==> config.mk <==
export PLATFORM = sky130hd
export DESIGN_NAME = imem_port_arbiter_flat
export DESIGN_NICKNAME = d
export VERILOG_FILES = /design/src/rtl/imem_port_arbiter_if.sv /design/src/rtl/imem_port_arbiter.sv /design/src/flat_wrapper.sv
export SDC_FILE = /design/constraint.sdc
export NUM_CORES = 1
export LEC_CHECK = 0
export BUFFER_PORTS_ARGS = -buffer_cell sky130_fd_sc_hd__clkbuf_2
export CAP_MARGIN = 20
export CORE_AREA = 2 2 78 80
export CTS_BUF_LIST = sky130_fd_sc_hd__clkbuf_4
export DETAILED_ROUTE_END_ITERATION = 8
export DIE_AREA = 0 0 80 82
export GPL_TIMING_DRIVEN = 0
export PLACE_DENSITY = 0.67
export SLEW_MARGIN = 5
export SYNTH_ARGS = -nofsm -noshare
export SYNTH_HDL_FRONTEND = slang
export SYNTH_SLANG_ARGS = --single-unit
==> constraint.sdc <==
create_clock -name IMA_Clk -period 4.5 [get_ports IMA_Clk]
set_clock_uncertainty 0.15 [all_clocks]
set_input_delay 0.45 -clock IMA_Clk [delete_from_list [all_inputs] [get_ports IMA_Clk]]
set_output_delay 0.45 -clock IMA_Clk [all_outputs]
set_load 0.02 [all_outputs]
==> src/rtl/imem_port_arbiter_if.sv <==
// Bundles the fetch, loader and instruction-memory port signals of the arbiter.
// The slave modport is the arbiter's view; master is the surrounding fetch/loader/memory side.
interface imem_port_arbiter_if #(
    parameter int unsigned ADDR_WIDTH = 10
);
    logic                  fetch_req;
    logic [ADDR_WIDTH-1:0] fetch_addr;
    logic                  fetch_gnt;
    logic                  fetch_rvalid;
    logic [31:0]           fetch_rdata;

    logic                  ld_req;
    logic                  ld_we;
    logic [ADDR_WIDTH-1:0] ld_addr;
    logic [31:0]           ld_wdata;
    logic                  ld_lock;
    logic                  ld_gnt;
    logic                  ld_rvalid;
    logic [31:0]           ld_rdata;

    logic                  mem_re;
    logic                  mem_we;
    logic [ADDR_WIDTH-1:0] mem_address;
    logic [31:0]           mem_data_in;
    logic [31:0]           mem_data_out;

    modport slave (
        input  fetch_req, fetch_addr,
        input  ld_req, ld_we, ld_addr, ld_wdata, ld_lock,
        input  mem_data_out,
        output fetch_gnt, fetch_rvalid, fetch_rdata,
        output ld_gnt, ld_rvalid, ld_rdata,
        output mem_re, mem_we, mem_address, mem_data_in
    );

    modport master (
        output fetch_req, fetch_addr,
        output ld_req, ld_we, ld_addr, ld_wdata, ld_lock,
        output mem_data_out,
        input  fetch_gnt, fetch_rvalid, fetch_rdata,
        input  ld_gnt, ld_rvalid, ld_rdata,
        input  mem_re, mem_we, mem_address, mem_data_in
    );
endinterface

==> src/rtl/imem_port_arbiter.sv <==
// Shares the single synchronous instruction-memory port between fetch (read-only) and the
// loader/debug port (read/write), with starvation boost, download lock and 1-cycle read routing.
module imem_port_arbiter #(
    parameter int unsigned ADDR_WIDTH = 10,
    parameter int unsigned STARVE_MAX = 8
) (
    input  logic                IMA_Clk,
    input  logic                IMA_Reset_InLow,
    imem_port_arbiter_if.slave  bus
);
    localparam int unsigned CNT_W = $clog2(STARVE_MAX + 1);

    typedef enum logic [1:0] {FETCH_PRIO, LD_BOOST, LOCKED} state_t;
    typedef enum logic [1:0] {OWN_NONE, OWN_FETCH, OWN_LD} owner_t;

    state_t           state;
    owner_t           rd_owner;
    logic [CNT_W-1:0] starve_cnt;
    logic             run;
    logic             fetch_gnt_c;
    logic             ld_gnt_c;
    logic             rd_grant_c;

    // run holds every grant low during reset and the first cycle after release
    always_comb begin
        fetch_gnt_c = 1'b0;
        ld_gnt_c    = 1'b0;
        if (run) begin
            case (state)
                FETCH_PRIO: begin
                    fetch_gnt_c = bus.fetch_req;
                    ld_gnt_c    = bus.ld_req & ~bus.fetch_req;
                end
                LD_BOOST: begin
                    ld_gnt_c    = bus.ld_req;
                    fetch_gnt_c = bus.fetch_req & ~bus.ld_req;
                end
                LOCKED: begin
                    ld_gnt_c = bus.ld_req;
                end
                default: begin
                    fetch_gnt_c = 1'b0;
                    ld_gnt_c    = 1'b0;
                end
            endcase
        end
    end

    assign rd_grant_c = fetch_gnt_c | (ld_gnt_c & ~bus.ld_we);

    assign bus.fetch_gnt   = fetch_gnt_c;
    assign bus.ld_gnt      = ld_gnt_c;
    assign bus.mem_we      = ld_gnt_c & bus.ld_we;
    assign bus.mem_address = fetch_gnt_c ? bus.fetch_addr :
                             ld_gnt_c    ? bus.ld_addr    : ADDR_WIDTH'(0);
    assign bus.mem_data_in = ld_gnt_c ? bus.ld_wdata : 32'h0;

    // Response side: the owner recorded at the grant edge steers the memory word
    assign bus.mem_re       = (rd_owner != OWN_NONE);
    assign bus.fetch_rvalid = (rd_owner == OWN_FETCH);
    assign bus.ld_rvalid    = (rd_owner == OWN_LD);
    assign bus.fetch_rdata  = (rd_owner == OWN_FETCH) ? bus.mem_data_out : 32'h0;
    assign bus.ld_rdata     = (rd_owner == OWN_LD)    ? bus.mem_data_out : 32'h0;

    always_ff @(posedge IMA_Clk or negedge IMA_Reset_InLow) begin
        if (!IMA_Reset_InLow) begin
            state      <= FETCH_PRIO;
            rd_owner   <= OWN_NONE;
            starve_cnt <= '0;
            run        <= 1'b0;
        end else begin
            run <= 1'b1;

            if (fetch_gnt_c)     rd_owner <= OWN_FETCH;
            else if (rd_grant_c) rd_owner <= OWN_LD;
            else                 rd_owner <= OWN_NONE;

            if (bus.ld_lock) begin
                state      <= LOCKED;
                starve_cnt <= '0;
            end else begin
                case (state)
                    FETCH_PRIO: begin
                        if (bus.ld_req && fetch_gnt_c) begin
                            if (starve_cnt != CNT_W'(STARVE_MAX))
                                starve_cnt <= starve_cnt + CNT_W'(1);
                            if (starve_cnt == CNT_W'(STARVE_MAX - 1))
                                state <= LD_BOOST;
                        end else begin
                            starve_cnt <= '0;
                        end
                    end
                    LD_BOOST: begin
                        starve_cnt <= '0;
                        if (ld_gnt_c || !bus.ld_req)
                            state <= FETCH_PRIO;
                    end
                    LOCKED: begin
                        starve_cnt <= '0;
                        state      <= FETCH_PRIO;
                    end
                    default: begin
                        starve_cnt <= '0;
                        state      <= FETCH_PRIO;
                    end
                endcase
            end
        end
    end
endmodule
==> src/flat_wrapper.sv <==
// flat-port wrapper written by rule: the top's interface ports become plain ports
module imem_port_arbiter_flat 
#(
    parameter int unsigned ADDR_WIDTH = 10,
    parameter int unsigned STARVE_MAX = 8
)
  (IMA_Clk, IMA_Reset_InLow, bus_fetch_req, bus_fetch_addr, bus_ld_req, bus_ld_we, bus_ld_addr, bus_ld_wdata, bus_ld_lock, bus_mem_data_out, bus_fetch_gnt, bus_fetch_rvalid, bus_fetch_rdata, bus_ld_gnt, bus_ld_rvalid, bus_ld_rdata, bus_mem_re, bus_mem_we, bus_mem_address, bus_mem_data_in);
  imem_port_arbiter_if #(.ADDR_WIDTH(ADDR_WIDTH)) bus_i ();
  input  logic IMA_Clk;
  input  logic IMA_Reset_InLow;
  input wire logic [$bits(bus_i.fetch_req)-1:0] bus_fetch_req;
  input wire logic [$bits(bus_i.fetch_addr)-1:0] bus_fetch_addr;
  input wire logic [$bits(bus_i.ld_req)-1:0] bus_ld_req;
  input wire logic [$bits(bus_i.ld_we)-1:0] bus_ld_we;
  input wire logic [$bits(bus_i.ld_addr)-1:0] bus_ld_addr;
  input wire logic [$bits(bus_i.ld_wdata)-1:0] bus_ld_wdata;
  input wire logic [$bits(bus_i.ld_lock)-1:0] bus_ld_lock;
  input wire logic [$bits(bus_i.mem_data_out)-1:0] bus_mem_data_out;
  output wire logic [$bits(bus_i.fetch_gnt)-1:0] bus_fetch_gnt;
  output wire logic [$bits(bus_i.fetch_rvalid)-1:0] bus_fetch_rvalid;
  output wire logic [$bits(bus_i.fetch_rdata)-1:0] bus_fetch_rdata;
  output wire logic [$bits(bus_i.ld_gnt)-1:0] bus_ld_gnt;
  output wire logic [$bits(bus_i.ld_rvalid)-1:0] bus_ld_rvalid;
  output wire logic [$bits(bus_i.ld_rdata)-1:0] bus_ld_rdata;
  output wire logic [$bits(bus_i.mem_re)-1:0] bus_mem_re;
  output wire logic [$bits(bus_i.mem_we)-1:0] bus_mem_we;
  output wire logic [$bits(bus_i.mem_address)-1:0] bus_mem_address;
  output wire logic [$bits(bus_i.mem_data_in)-1:0] bus_mem_data_in;
  assign bus_i.fetch_req = bus_fetch_req;
  assign bus_i.fetch_addr = bus_fetch_addr;
  assign bus_i.ld_req = bus_ld_req;
  assign bus_i.ld_we = bus_ld_we;
  assign bus_i.ld_addr = bus_ld_addr;
  assign bus_i.ld_wdata = bus_ld_wdata;
  assign bus_i.ld_lock = bus_ld_lock;
  assign bus_i.mem_data_out = bus_mem_data_out;
  assign bus_fetch_gnt = bus_i.fetch_gnt;
  assign bus_fetch_rvalid = bus_i.fetch_rvalid;
  assign bus_fetch_rdata = bus_i.fetch_rdata;
  assign bus_ld_gnt = bus_i.ld_gnt;
  assign bus_ld_rvalid = bus_i.ld_rvalid;
  assign bus_ld_rdata = bus_i.ld_rdata;
  assign bus_mem_re = bus_i.mem_re;
  assign bus_mem_we = bus_i.mem_we;
  assign bus_mem_address = bus_i.mem_address;
  assign bus_mem_data_in = bus_i.mem_data_in;
  imem_port_arbiter #(.ADDR_WIDTH(ADDR_WIDTH), .STARVE_MAX(STARVE_MAX)) u_core (.IMA_Clk(IMA_Clk), .IMA_Reset_InLow(IMA_Reset_InLow), .bus(bus_i));
endmodule
# == After elaboration in Yosys (flattened, before gate mapping) ==
# Cells that the tools add are included.
# word_totals
regBits,9
out_inout_bits,112
word_cells,50
# classes
n_bitwise,8
n_mux,20
n_eq_ne,10
n_addsub,1
n_reduce_logical,7
# ops
operator,n
$mux W32,3
$mux W10,2
$mux W4,4
$mux W2,6
$ne A3 B2 Y1 const B,3
$ne A4 B4 Y1 const B,2
$add A4 B1 Y4 const B,1
$and A1 B1 Y1,4
$eq A2 B1 Y1 const B,2
$eq A2 B2 Y1 const B,2
$eq A4 B3 Y1 const B,1
$pmux W1 S2,2
$pmux W2 S2,1
$not A1 Y1,3
$reduce_and A3 Y1,1
$logic_not A2 Y1,1
$mux W1,2
$reduce_bool A2 Y1,1
$reduce_or A2 Y1,1
$logic_and A1 B1 Y1,1
$logic_not A1 Y1,1
$logic_or A1 B1 Y1,1
$or A1 B1 Y1,1

# == Depth between registers and ports, before layout ==
# depth
word_depth,8
mapped_depth,7

# == Worst setup path after synthesis ==
# Ideal clock, no wire load.
# synth_timing
path_type,reg2out
start,register u_core.state[0]
end,output bus_mem_address[0]
path_stages_with_launch,8
arrival_ns,1.508
path_slack_ns,2.392
path_buffers,1
t_required_ns,3.900
path_cell_list,dfrtp_1 > inv_1 > ha_1 > nor2b_4 > o211a_4 > nor2b_4 > buf_6 > a22o_1
# synth_via
elab_chain_cells,6
word_cells_on_any_way,10
# synth_rtl
element,line_no,text
"start, declared",imem_port_arbiter.sv:16,state_t state;
"start signal, assigned",imem_port_arbiter.sv:67,state <= FETCH_PRIO;
"start signal, assigned",imem_port_arbiter.sv:79,state <= LOCKED;
"start signal, assigned",imem_port_arbiter.sv:88,state <= LD_BOOST;
$eq A2 B2 Y1 / $eq A2 B1 Y1 (equally long branches),imem_port_arbiter.sv:29,case (state)
$reduce_or A2 Y1 (no source line),n/a,
$pmux W1 S2,imem_port_arbiter.sv:29,
$mux W1,imem_port_arbiter.sv:28,if (run) begin
$mux W10,imem_port_arbiter.sv:55,ld_gnt_c ? bus.ld_addr : ADDR_WIDTH'(0);
$mux W10 *,imem_port_arbiter.sv:54,assign bus.mem_address = fetch_gnt_c ? bus.fetch_addr :
"end, declared",flat_wrapper.sv:27,output wire logic [$bits(bus_i.mem_address)-1:0] bus_mem_address;
# Every way passes the cells marked *; elsewhere a longest branch is shown, timed or not.

# == Worst setup path in the final report ==
# Ends and elaborated chain as after synthesis.

==> tab_implementation.tex <==
\begin{tabular}{lr}
\hline
Metric & Value \\
\hline
\multicolumn{2}{l}{\textbf{Route}} \\
Per-cell via count in the routed design & around 4.1 \\
Routed Antenna Nets & 0 \\
Average routed wire per standard cell & between 10 and 15 um \\
Number of design-rule violations left by the first detailed-router iteration & 12 \\
Total number of vias & around 1900 \\
Total wirelength of the detailed-routed design & approximately 5.5 mm \\
DRC violation count after routing & 0 \\
Length of the first detailed-routing pass in iterations & 4 \\
\multicolumn{2}{l}{\textbf{Yosys}} \\
Async S/R FF share, synth & 1.00 \\
Number of enable flip-flop cells after synthesis & 0 \\
Post-synthesis sequential area ratio & 0.170 \\
Cells after synthesis & 173 \\
Synthesized area per cell & approximately 7.6 um2 \\
Main combinational cell family by area after synthesis & simple AND/OR/NAND/NOR gates \\
Simple-gate share of the synthesized area & 0.577 \\
Post-synth design cell area & between 1000 and 1500 um2 \\
Synthesized net count & around 270 \\
Synthesized-area fraction occupied by xor and xnor cells & 0.0133 \\
Syn. warnings & 0 \\
Mux cell area share after synthesis & 0.00758 \\
Post-synthesis sequential element count & 9 \\
Synth Area in Compound Gates & 0.124 \\
Unique cell type count in the Yosys netlist & 30 \\
Adder and majority gate portion of the synthesized area & 0.0473 \\
Top FF cell, synth & sky130\_fd\_sc\_hd\_\_dfrtp\_1 \\
\multicolumn{2}{l}{\textbf{Floorplanning}} \\
Die Ht & just over 80 um \\
Top Ports & between 200 and 250 \\
Die area & around 6600 um2 \\
Number of placement rows & 28 \\
Starting Density & 0.230 \\
Floorplan Core Area & between 5000 and 6000 um2 \\
Die X & around 80 um \\
\multicolumn{2}{l}{\textbf{Global routing}} \\
Wire length of the first global-routing pass & around 7.6 mm \\
Maximum number of pins on one net before global-route repair & 12 \\
Number of antenna violations at the first check in global routing & 0 \\
Aggregate global-route resource usage & 0.146 \\
Overflow left after global routing & 0 \\
Vias in the first global route & between 1500 and 2000 \\
\multicolumn{2}{l}{\textbf{Critical path}} \\
Required time at the worst-slack endpoint & a little under 4 ns \\
Worst setup path category & reg -> out \\
Critical path arrival & between 1.5 and 2 ns \\
Largest fanout of any net on the critical path & 10 \\
Category of the worst setup path capture point & primary output \\
Launching element type of the critical path & flip-flop \\
\multicolumn{2}{l}{\textbf{STA}} \\
Final clock period utilization by the worst path & 0.572 \\
Total of endpoints with negative setup slack in the final report & 0 \\
Crit path time final & between 2 and 3 ns \\
Hold WS & $\sim$0.25 ns \\
Number of hold violations in the final report & 0 \\
Unrepaired setup endpoints after global routing & false \\
Highest achievable clock rate & $\sim$390 MHz \\
Sum Neg Setup Slack & 0 ns \\
Final number of max-transition violations & 0 \\
\multicolumn{2}{l}{\textbf{Final layout}} \\
Area growth, synth to finish & 86.3\% \\
Antenna Diode Count & 0 \\
Area occupied by registers & about 230 um2 \\
Fillers & 623 \\
Combined area of the multi-input logic cells & 1020 um2 \\
Final net count & 475 \\
Layout cell share with drive strength beyond 1 & 0.578 \\
\multicolumn{2}{l}{\textbf{Clocking}} \\
Hold buffer count at cts & 1 \\
Post-CTS Setup Repair Bufs & 0 \\
CTS tree & done \\
\# H-tree levels & 1 \\
Clk slew on worst S/H paths & $\sim$0.060 ns \\
Total of cells resized after clock tree synthesis & 0 \\
Clk Tree Root Cell & sky130\_fd\_sc\_hd\_\_clkbuf\_4 \\
CTS max path bufs & 2 \\
Source-to-sink clock delay at the later pin of the worst-skew pair & 0.25 ns \\
TritonCTS Buffers & 3 \\
Sinks on Clock Net & 9 \\
\multicolumn{2}{l}{\textbf{Power}} \\
Power density cells & between 100 and 150 nW/um2 \\
Leakage power figure & between 1.5 and 2 nW \\
Maximum resistive drop on vdd & 0.0000614 V \\
\multicolumn{2}{l}{\textbf{Placement}} \\
IO Port Bufs & between 200 and 250 \\
Final RePlAce weighted congestion & 0.809 \\
Detailed placer's ending HPWL & between 5 and 6 mm \\
\multicolumn{2}{l}{\textbf{Hold path}} \\
Hold Path Class & in -> reg \\
\multicolumn{2}{l}{\textbf{Flow run}} \\
Total of max-cap violations & 0 \\
\multicolumn{2}{l}{\textbf{Status}} \\
Status & finished clean \\
\hline
\end{tabular}
-- cell usage in the layout, fill, tap and decap left out, types with 2 or more instances in the layout --
cell type                  synthesis  final
sky130_fd_sc_hd__clkbuf_2          0    201
sky130_fd_sc_hd__and2_1           97     97
sky130_fd_sc_hd__a22o_1           10     10
sky130_fd_sc_hd__dfrtp_1           9      9
sky130_fd_sc_hd__clkbuf_1          8      8
sky130_fd_sc_hd__nand2_1           6      6
sky130_fd_sc_hd__inv_1             5      5
sky130_fd_sc_hd__ha_1              5      5
sky130_fd_sc_hd__nor2_1            4      4
sky130_fd_sc_hd__clkbuf_4          0      4
sky130_fd_sc_hd__nor2b_4           2      2
sky130_fd_sc_hd__and2b_1           2      2
sky130_fd_sc_hd__nor2b_1           2      2
sky130_fd_sc_hd__buf_6             2      2
sky130_fd_sc_hd__or2_2             2      2
sky130_fd_sc_hd__a31o_2            2      2
sky130_fd_sc_hd__nand3_1           2      2
-- kinds of logic (layout without fill, tap and decap cells) --
family / count (synthesis) / count (layout)
flip-flops: 9 / 9
AO/OA/AOI/OAI: 17 / 17
XOR/XNOR: 2 / 2
AND/OR/NAND/NOR: 122 / 122
multiplexers: 1 / 1
other: 1 / 1
adder cells (fa/ha/maj): 5 / 5
buffers and inverters: 16 / 222
-- final cells by class --
type | count | share of cell area
multi-input cells | 148 | 0.414
repair buffers | 202 | 0.413
plain buffers | 11 | 0.0234
inverters | 5 | 0.00763
well taps | 75 | 0.0381
clock buffers | 4 | 0.0122
flip-flops and latches | 9 | 0.0915
-- sequential cells by signal, indices dropped and copies added, names as in the netlist --
register           count
u_core.run             1
u_core.state           2
u_core.starve_cnt      4
u_core.rd_owner        2
-- power breakdown --
| part | switching [mW] | total (mW) | leakage, nW | internal [mW] |
|---|---|---|---|---|
| clock | 0.0254 | 0.0654 | 0.0184 | 0.0400 |
| combinational | 0.0946 | 0.170 | 1.38 | 0.0753 |
| sequential | 0.00146 | 0.0843 | 0.120 | 0.0829 |
| total | 0.121 | 0.320 | 1.52 | 0.198 |
-- synth_stat cells, types with 2 or more instances --
| cell | instances | area, um2 |
|---|---|---|
| sky130_fd_sc_hd__a22o_1 | 10 | 87.6 |
| sky130_fd_sc_hd__a31o_2 | 2 | 17.5 |
| sky130_fd_sc_hd__and2_1 | 97 | 607 |
| sky130_fd_sc_hd__and2b_1 | 2 | 15.0 |
| sky130_fd_sc_hd__buf_6 | 2 | 22.5 |
| sky130_fd_sc_hd__clkbuf_1 | 8 | 30.0 |
| sky130_fd_sc_hd__dfrtp_1 | 9 | 225 |
| sky130_fd_sc_hd__ha_1 | 5 | 62.6 |
| sky130_fd_sc_hd__inv_1 | 5 | 18.8 |
| sky130_fd_sc_hd__nand2_1 | 6 | 22.5 |
| sky130_fd_sc_hd__nand3_1 | 2 | 10.0 |
| sky130_fd_sc_hd__nor2_1 | 4 | 15.0 |
| sky130_fd_sc_hd__nor2b_1 | 2 | 12.5 |
| sky130_fd_sc_hd__nor2b_4 | 2 | 27.5 |
| sky130_fd_sc_hd__or2_2 | 2 | 12.5 |
-- metrics by stage --
stage | util | area (um2) | worst slack, ns | instances | power [mW]
after global placement | 0.421 | 2420 | 2.20 | 449 | 0.256
final | 0.428 | 2460 | 1.92 | 454 | 0.320
after detailed placement | 0.421 | 2420 | 2.19 | 449 | 0.257
after CTS | 0.428 | 2460 | 1.89 | 454 | 0.325
after floorplan | - | 1320 | 2.39 | 173 | 0.175
after global routing | 0.428 | 2460 | 1.79 | 454 | 0.341
-- metal layers --
| metal | vias up | wire length (um) | track usage |
|---|---|---|---|
| met5 | - | 0 | 0 |
| met4 | 0 | 19 | 0.0254 |
| met1 | 784 | 1900 | 0.153 |
| li1 | 964 | - | - |
| met3 | 2 | 525 | 0.0198 |
| met2 | 118 | 3050 | 0.307 |
-- critical path: stages (launching register included) --
cell and delay [ns]:
sky130_fd_sc_hd__dfrtp_1 0.38, sky130_fd_sc_hd__inv_1 0.08, sky130_fd_sc_hd__ha_1 0.24, sky130_fd_sc_hd__nor2b_4 0.14, sky130_fd_sc_hd__o211a_4 0.26, sky130_fd_sc_hd__nor2b_4 0.14, sky130_fd_sc_hd__buf_6 0.14, sky130_fd_sc_hd__a22o_1 0.19
sky130_fd_sc_hd__clkbuf_2 0.15
-- path summary, 6_finish.rpt --
kind | startpoint | to | slack (ns) | depth (start not counted)
max in group asynchronous | IMA_Reset_InLow | u_core.rd_owner[0]$_DFF_PN0_ | 3.58 | 2
max | u_core.state[0]$_DFFE_PN0P_ | bus_mem_address[0] | 1.92 | 8
min reg2reg | u_core.state[1]$_DFFE_PN0P_ | u_core.state[1]$_DFFE_PN0P_ | 0.41 | 1
min in group asynchronous | IMA_Reset_InLow | u_core.starve_cnt[1]$_DFFE_PN0P_ | 0.43 | 2
min | bus_ld_lock | u_core.state[0]$_DFFE_PN0P_ | 0.25 | 2
max reg2reg | u_core.state[0]$_DFFE_PN0P_ | u_core.rd_owner[1]$_DFF_PN0_ | 2.70 | 7
(Power assumes the default switching activity.)
